==> config.mk <==
export PLATFORM = sky130hd
export DESIGN_NAME = stream_addsub_combiner
export DESIGN_NICKNAME = d
export VERILOG_FILES = /design/src/rtl/stream_combiner_pkg.sv /design/src/rtl/axis_fork_slot.sv /design/src/rtl/stream_addsub_combiner.sv
export SDC_FILE = /design/constraint.sdc
export NUM_CORES = 1
export LEC_CHECK = 0
export BUFFER_PORTS_ARGS = -buffer_cell sky130_fd_sc_hd__clkbuf_2
export CORE_ASPECT_RATIO = 0.5
export CORE_MARGIN = 5
export CORE_UTILIZATION = 54
export DETAILED_ROUTE_END_ITERATION = 8
export MAX_ROUTING_LAYER = met4
export PLACE_DENSITY = 0.82
export SYNTH_ARGS = -nofsm -noshare
export SYNTH_HDL_FRONTEND = slang
export SYNTH_SLANG_ARGS = --single-unit
==> constraint.sdc <==
create_clock -name clk -period 11.59 [get_ports clk]
set_clock_uncertainty 0.2 [all_clocks]
set_input_delay 0 -clock clk [delete_from_list [all_inputs] [get_ports clk]]
set_output_delay 0 -clock clk [all_outputs]
set_load 0.03 [all_outputs]
==> src/rtl/stream_combiner_pkg.sv <==
// Shared definitions for the A/B add-sub stream combiner:
// mode bit positions, join FSM states and the result narrowing helper.
package stream_combiner_pkg;

    localparam int MODE_SAT   = 0;
    localparam int MODE_HALVE = 1;
    localparam int MODE_SWAP  = 2;

    typedef enum logic [1:0] {
        S_IDLE,
        S_ACTIVE,
        S_DISC_A,
        S_DISC_B
    } state_t;

    // Clamp a sign-extended result to w bits when sat is set; the caller
    // keeps the low w bits, which is the wrap behaviour when sat is clear.
    function automatic logic signed [31:0] sat_wrap(
        input logic signed [31:0] v,
        input int                 w,
        input logic               sat
    );
        logic signed [31:0] hi;
        logic signed [31:0] lo;
        hi = (32'sd1 <<< (w - 1)) - 32'sd1;
        lo = -(32'sd1 <<< (w - 1));
        if (sat && v > hi) return hi;
        if (sat && v < lo) return lo;
        return v;
    endfunction

endpackage

==> src/rtl/axis_fork_slot.sv <==
// One-entry output register with valid/ready, carrying data, user and last.
// Accepts a new beat whenever empty or draining in the same cycle.
module axis_fork_slot #(
    parameter int DW = 32,
    parameter int UW = 128
) (
    input  logic          clk,
    input  logic          reset,
    input  logic          i_load,
    input  logic [DW-1:0] i_data,
    input  logic [UW-1:0] i_user,
    input  logic          i_last,
    input  logic          i_ready,
    output logic          o_valid,
    output logic [DW-1:0] o_data,
    output logic [UW-1:0] o_user,
    output logic          o_last,
    output logic          o_can_accept
);

    logic          r_valid;
    logic [DW-1:0] r_data;
    logic [UW-1:0] r_user;
    logic          r_last;

    always_ff @(posedge clk or posedge reset) begin
        if (reset) begin
            r_valid <= 1'b0;
            r_data  <= '0;
            r_user  <= '0;
            r_last  <= 1'b0;
        end else if (i_load) begin
            r_valid <= 1'b1;
            r_data  <= i_data;
            r_user  <= i_user;
            r_last  <= i_last;
        end else if (i_ready) begin
            r_valid <= 1'b0;
        end
    end

    assign o_can_accept = !r_valid || i_ready;
    assign o_valid      = r_valid;
    assign o_data       = r_data;
    assign o_user       = r_user;
    assign o_last       = r_last;

endmodule

==> src/rtl/stream_addsub_combiner.sv <==
// Joins packetised complex streams A and B and forks A+B / A-B to two
// independently back-pressured outputs, with tlast mismatch recovery.
module stream_addsub_combiner
    import stream_combiner_pkg::*;
#(
    parameter int WIDTH   = 16,
    parameter int SR_MODE = 129,
    parameter int USER_W  = 128
) (
    input  logic                clk,
    input  logic                reset,
    input  logic                set_stb,
    input  logic [7:0]          set_addr,
    input  logic [31:0]         set_data,
    input  logic [2*WIDTH-1:0]  a_tdata,
    input  logic [USER_W-1:0]   a_tuser,
    input  logic                a_tlast,
    input  logic                a_tvalid,
    output logic                a_tready,
    input  logic [2*WIDTH-1:0]  b_tdata,
    input  logic                b_tlast,
    input  logic                b_tvalid,
    output logic                b_tready,
    output logic [2*WIDTH-1:0]  sum_tdata,
    output logic [USER_W-1:0]   sum_tuser,
    output logic                sum_tlast,
    output logic                sum_tvalid,
    input  logic                sum_tready,
    output logic [2*WIDTH-1:0]  diff_tdata,
    output logic [USER_W-1:0]   diff_tuser,
    output logic                diff_tlast,
    output logic                diff_tvalid,
    input  logic                diff_tready,
    output logic                err_mismatch,
    output logic [15:0]         err_count
);

    localparam int         DW      = 2 * WIDTH;
    localparam logic [7:0] SR_ADDR = 8'(SR_MODE);

    state_t              r_state;
    state_t              w_next;
    logic [2:0]          r_mode;
    logic [2:0]          r_pkt_mode;
    logic [2:0]          w_mode;
    logic [USER_W-1:0]   r_user;
    logic [USER_W-1:0]   w_user;
    logic                w_join;
    logic                w_mm;
    logic                w_last;
    logic                w_sum_rdy;
    logic                w_diff_rdy;
    logic [DW-1:0]       w_sum;
    logic [DW-1:0]       w_diff;
    logic                r_err;
    logic [15:0]         r_err_cnt;
    logic                w_unused;

    assign w_unused = ^set_data[31:3];

    function automatic logic [WIDTH-1:0] arith(
        input logic [WIDTH-1:0] x,
        input logic [WIDTH-1:0] y,
        input logic             sub,
        input logic [2:0]       m
    );
        logic signed [31:0] xs;
        logic signed [31:0] ys;
        logic signed [31:0] r;
        xs = {{(32-WIDTH){x[WIDTH-1]}}, x};
        ys = {{(32-WIDTH){y[WIDTH-1]}}, y};
        r  = sub ? xs - ys : xs + ys;
        if (m[MODE_HALVE]) r = r >>> 1;
        r = sat_wrap(r, WIDTH, m[MODE_SAT]);
        return r[WIDTH-1:0];
    endfunction

    // The first beat of a packet runs with the live mode/tuser; later beats
    // reuse what that first beat latched.
    assign w_mode = (r_state == S_IDLE) ? r_mode : r_pkt_mode;
    assign w_user = (r_state == S_IDLE) ? a_tuser : r_user;
    assign w_last = a_tlast | b_tlast;

    always_comb begin
        w_sum[DW-1:WIDTH] = arith(a_tdata[DW-1:WIDTH],
                                  b_tdata[DW-1:WIDTH], 1'b0, w_mode);
        w_sum[WIDTH-1:0]  = arith(a_tdata[WIDTH-1:0],
                                  b_tdata[WIDTH-1:0], 1'b0, w_mode);
        if (w_mode[MODE_SWAP]) begin
            w_diff[DW-1:WIDTH] = arith(b_tdata[DW-1:WIDTH],
                                       a_tdata[DW-1:WIDTH], 1'b1, w_mode);
            w_diff[WIDTH-1:0]  = arith(b_tdata[WIDTH-1:0],
                                       a_tdata[WIDTH-1:0], 1'b1, w_mode);
        end else begin
            w_diff[DW-1:WIDTH] = arith(a_tdata[DW-1:WIDTH],
                                       b_tdata[DW-1:WIDTH], 1'b1, w_mode);
            w_diff[WIDTH-1:0]  = arith(a_tdata[WIDTH-1:0],
                                       b_tdata[WIDTH-1:0], 1'b1, w_mode);
        end
    end

    always_ff @(posedge clk or posedge reset) begin
        if (reset) r_state <= S_IDLE;
        else       r_state <= w_next;
    end

    always_comb begin
        w_next = r_state;
        unique case (r_state)
            S_IDLE, S_ACTIVE: begin
                if (w_join) begin
                    if (a_tlast && b_tlast) w_next = S_IDLE;
                    else if (a_tlast)       w_next = S_DISC_B;
                    else if (b_tlast)       w_next = S_DISC_A;
                    else                    w_next = S_ACTIVE;
                end
            end
            S_DISC_A: if (a_tvalid && a_tlast) w_next = S_IDLE;
            S_DISC_B: if (b_tvalid && b_tlast) w_next = S_IDLE;
            default:  w_next = S_IDLE;
        endcase
    end

    always_comb begin
        w_join   = 1'b0;
        a_tready = 1'b0;
        b_tready = 1'b0;
        unique case (r_state)
            S_IDLE, S_ACTIVE: begin
                w_join   = !reset && a_tvalid && b_tvalid
                           && w_sum_rdy && w_diff_rdy;
                a_tready = w_join;
                b_tready = w_join;
            end
            S_DISC_A: a_tready = !reset;
            S_DISC_B: b_tready = !reset;
            default:  ;
        endcase
        w_mm = w_join && (a_tlast != b_tlast);
    end

    always_ff @(posedge clk or posedge reset) begin
        if (reset) begin
            r_mode     <= 3'b000;
            r_pkt_mode <= 3'b000;
            r_user     <= '0;
            r_err      <= 1'b0;
            r_err_cnt  <= 16'h0000;
        end else begin
            if (set_stb && set_addr == SR_ADDR) r_mode <= set_data[2:0];
            if (w_join && r_state == S_IDLE) begin
                r_pkt_mode <= r_mode;
                r_user     <= a_tuser;
            end
            r_err <= w_mm;
            if (w_mm && r_err_cnt != 16'hFFFF) r_err_cnt <= r_err_cnt + 16'd1;
        end
    end

    assign err_mismatch = r_err;
    assign err_count    = r_err_cnt;

    axis_fork_slot #(.DW(DW), .UW(USER_W)) u_sum (
        .clk          (clk),
        .reset        (reset),
        .i_load       (w_join),
        .i_data       (w_sum),
        .i_user       (w_user),
        .i_last       (w_last),
        .i_ready      (sum_tready),
        .o_valid      (sum_tvalid),
        .o_data       (sum_tdata),
        .o_user       (sum_tuser),
        .o_last       (sum_tlast),
        .o_can_accept (w_sum_rdy)
    );

    axis_fork_slot #(.DW(DW), .UW(USER_W)) u_diff (
        .clk          (clk),
        .reset        (reset),
        .i_load       (w_join),
        .i_data       (w_diff),
        .i_user       (w_user),
        .i_last       (w_last),
        .i_ready      (diff_tready),
        .o_valid      (diff_tvalid),
        .o_data       (diff_tdata),
        .o_user       (diff_tuser),
        .o_last       (diff_tlast),
        .o_can_accept (w_diff_rdy)
    );

endmodule

==> metrics <==
cts bufs inserted 34; Die Width 293 um; Critical Path RT 11.84 ns; initial antenna violation count 4; worst path arrival time 5.05 ns; first-pass GRT wire length 108000 um; Post-synth ARST share 1.00; clk slew on worst S/H paths 0.07 ns; RSZ-0062 raised after global routing no; met3 WL post-DR 4520 um; Avg Cell Area, Syn 9.41 um^2; metal2 WL 34800 um; type of the worst setup path reg2reg; Final Hold Viols 0; 1st-iter DRT viols 1592; leakage 13.2 nW; Syn Std Cell Area 0.0216 mm^2; worst-path maximum fanout 133; Peak VDD IR 199 uV; layout cells sized above 1 0.286; worst slew margin relative to its limit 0.205; Overflow after GRT 0; critical path's slowest cell o211ai_1; Max Cap Viol 0; Total Nets Final 3139; most used cell along the critical path o21ai_0; CP Buf/Inv Count 2; Core ar. 0.0392 mm^2; die area 0.0444 mm^2; TritonCTS clock tree built; Place WS 6.85 ns; Die Y 151 um; row cnt 51; post-DP HPWL 48400 um; Synth cell types 74; Setup TNS 0 ns; post-synthesis sequential area ratio 0.403; # setup viols final 0; Post-CTS Resized 0; CP top delay family compound AO/OA/AOI/OAI gates; slew at the pin closest to its max-slew limit 1.19 ns; # DRC 0; final slew viol count 0; H-tree depth 2; I/O Pins 584; vias in the first global route 19100; highest routed layer met4; IO buf count 554; crit path time final 4.80 ns; FF+latch count, synth 348; Placer Congestion 0.973; Root Buffer Master clkbuf_16; routed length on met1 28600 um; Routed Antenna Nets 0; Worst Slack Setup Final 6.79 ns; Initial DRT Pass Iterations 5; number of sinks on the clock net 348; Worst setup SP type flip-flop; final wirelength 70900 um; status complete, no violations; Global Route Usage Sum 0.314; Clock Path Buffers 3; CP max stage delay 0.94 ns; Ys Warns 0; Pwr per Cell Area 259 mW/mm^2; path category of the worst min-delay check in2async; fmax 208 MHz; Worst-Skew Late Latency 0.54 ns; via-per-instance ratio 5.72; number of flops mapped to enable cells by yosys 0; Worst Setup End Kind flip-flop; Final period util 0.415; syn_nets 2644; routed vias 19200; CP cell instances nor2_4, buf_12, mux2_2, buf_4, nor2_1, nand3_1, o211ai_1, o21ai_0, o21ai_0; DR WL/cell 21.2 um; post-synthesis cell count 2297; largest net degree at the start of global routing 178; area grow syn2layout 22.3%; ys flop type dfrtp_1; ranking of synthesized cells by area dfrtp_1 (40%), mux2_2 (7.2%), mux2i_1 (6.3%); Synth top area share 0.403; Starting Density 0.551; top cell type by total area after synthesis dfrtp_1
-- cell type report --
cell class	count	area, um^2
antenna	6	15.0
clock buffer	46	977
clock inverter	15	231
fill	2979	12800
inverter	104	398
multi-input combinational	1584	11000
sequential	348	8710
tap	530	663
timing repair buffer	720	4430
-- registers in the layout, indices dropped and copies added (netlist names) --
register and cells:
r_mode 3, r_user 128, u_diff.o_valid 1, err_count 16
r_state 2, u_sum.o_data 32, u_sum.o_valid 1, u_diff.o_user 128
u_diff.o_data 32, err_mismatch 1, u_diff.o_last 1, r_pkt_mode 3
-- path summary, 6_finish.rpt --
path	start	end	slack (ns)	cells past startpoint
setup / recovery	r_state[0]$_DFFE_PP0P_	u_diff.o_data[18]$_DFFE_PP0P_	6.79	9
setup reg to reg	r_state[0]$_DFFE_PP0P_	u_diff.o_data[18]$_DFFE_PP0P_	6.79	9
hold reg to reg	u_diff.o_data[8]$_DFFE_PP0P_	u_diff.o_data[8]$_DFFE_PP0P_	0.28	2
hold / removal	reset	u_diff.o_data[1]$_DFFE_PP0P_	0.005	3
max in group asynchronous	reset	r_user[17]$_DFFE_PP0P_	9.65	4
min in group clk	b_tdata[15]	u_sum.o_data[15]$_DFFE_PP0P_	0.01	6
-- cell families after synthesis --
group,synth area share
compound gates,0.161
fa+ha+maj,0.0634
mux,0.136
simple gates,0.110
buf+inv,0.0890
flops,0.403
xor+xnor,0.0381
-- placed cells by master, fill, tap and decap left out, types with 18 or more instances in the layout --
master         count
a211oi_1          31
a21o_1            27
a21oi_1          128
clkbuf_16         35
clkbuf_2         554
dfrtp_1          348
dlygate4sd3_1    154
ha_1             100
inv_1            100
mux2_2           139
mux2i_1          136
nand2_1          301
nor2_1           135
nor3_1            22
o21ai_0          204
o21bai_1          18
xnor2_1           77
-- power breakdown --
| group | switching, mW | internal (mW) | leakage, nW | total, mW |
|---|---|---|---|---|
| combinational | 2.32 | 1.08 | 8.37 | 3.40 |
| sequential | 0.453 | 1.77 | 4.25 | 2.23 |
| clock | 0.515 | 0.710 | 0.589 | 1.23 |
-- what timing repair did --
| action | in CTS | in global routing |
|---|---|---|
| hold buffers | 154 | 0 |
| setup buffers | 0 | 0 |
| endpoints found under the hold margin | 391 | 0 |
-- stage by stage --
stage	util	power [mW]	instances	hold WS (ns)	area [um^2]
6_report	0.674	6.86	3353	0.00469	26500
5_1_grt	0.674	7.17	3351	0.0345	26400
4_1_cts	0.674	6.75	3347	0.00718	26400
3_5_place_dp	0.604	5.48	3132	0.0400	23700
3_3_place_gp	0.604	5.38	3132	0.0346	23700
2_1_floorplan	-	4.70	2297	-0.0496	21600
-- cell usage after synthesis (8+ instances only) --
cell type  number
o22a_1         17
o21bai_1       18
nand2b_1       17
o22ai_1        10
o31ai_2        11
nor3_1         22
nand4_1         8
a221oi_1        8
nor2b_1        10
a211oi_1       31
xor2_1         17
inv_1         101
clkbuf_1       95
buf_4         137
mux2_2        139
a21o_1         27
o21ai_0       204
a31oi_1         9
nand3_1        18
nor2_1        136
nand2_1       301
a21oi_1       129
o21a_1         14
o211ai_1       13
buf_2          19
xnor2_1        77
ha_1          100
mux2i_1       137
dfrtp_1       348
-- tightest hold or removal path, stage by stage --
cell	delay, ns
dlygate4sd3_1	0.56
clkbuf_2	0.17
inv_8	0.53
-- routing by layer --
layer,global-route usage,vias up
met4,0.119,0
li1,-,8798
met5,-,-
met1,0.392,9453
met2,0.522,727
met3,0.0546,187
No activity file was read; power rests on OpenSTA's default activity.
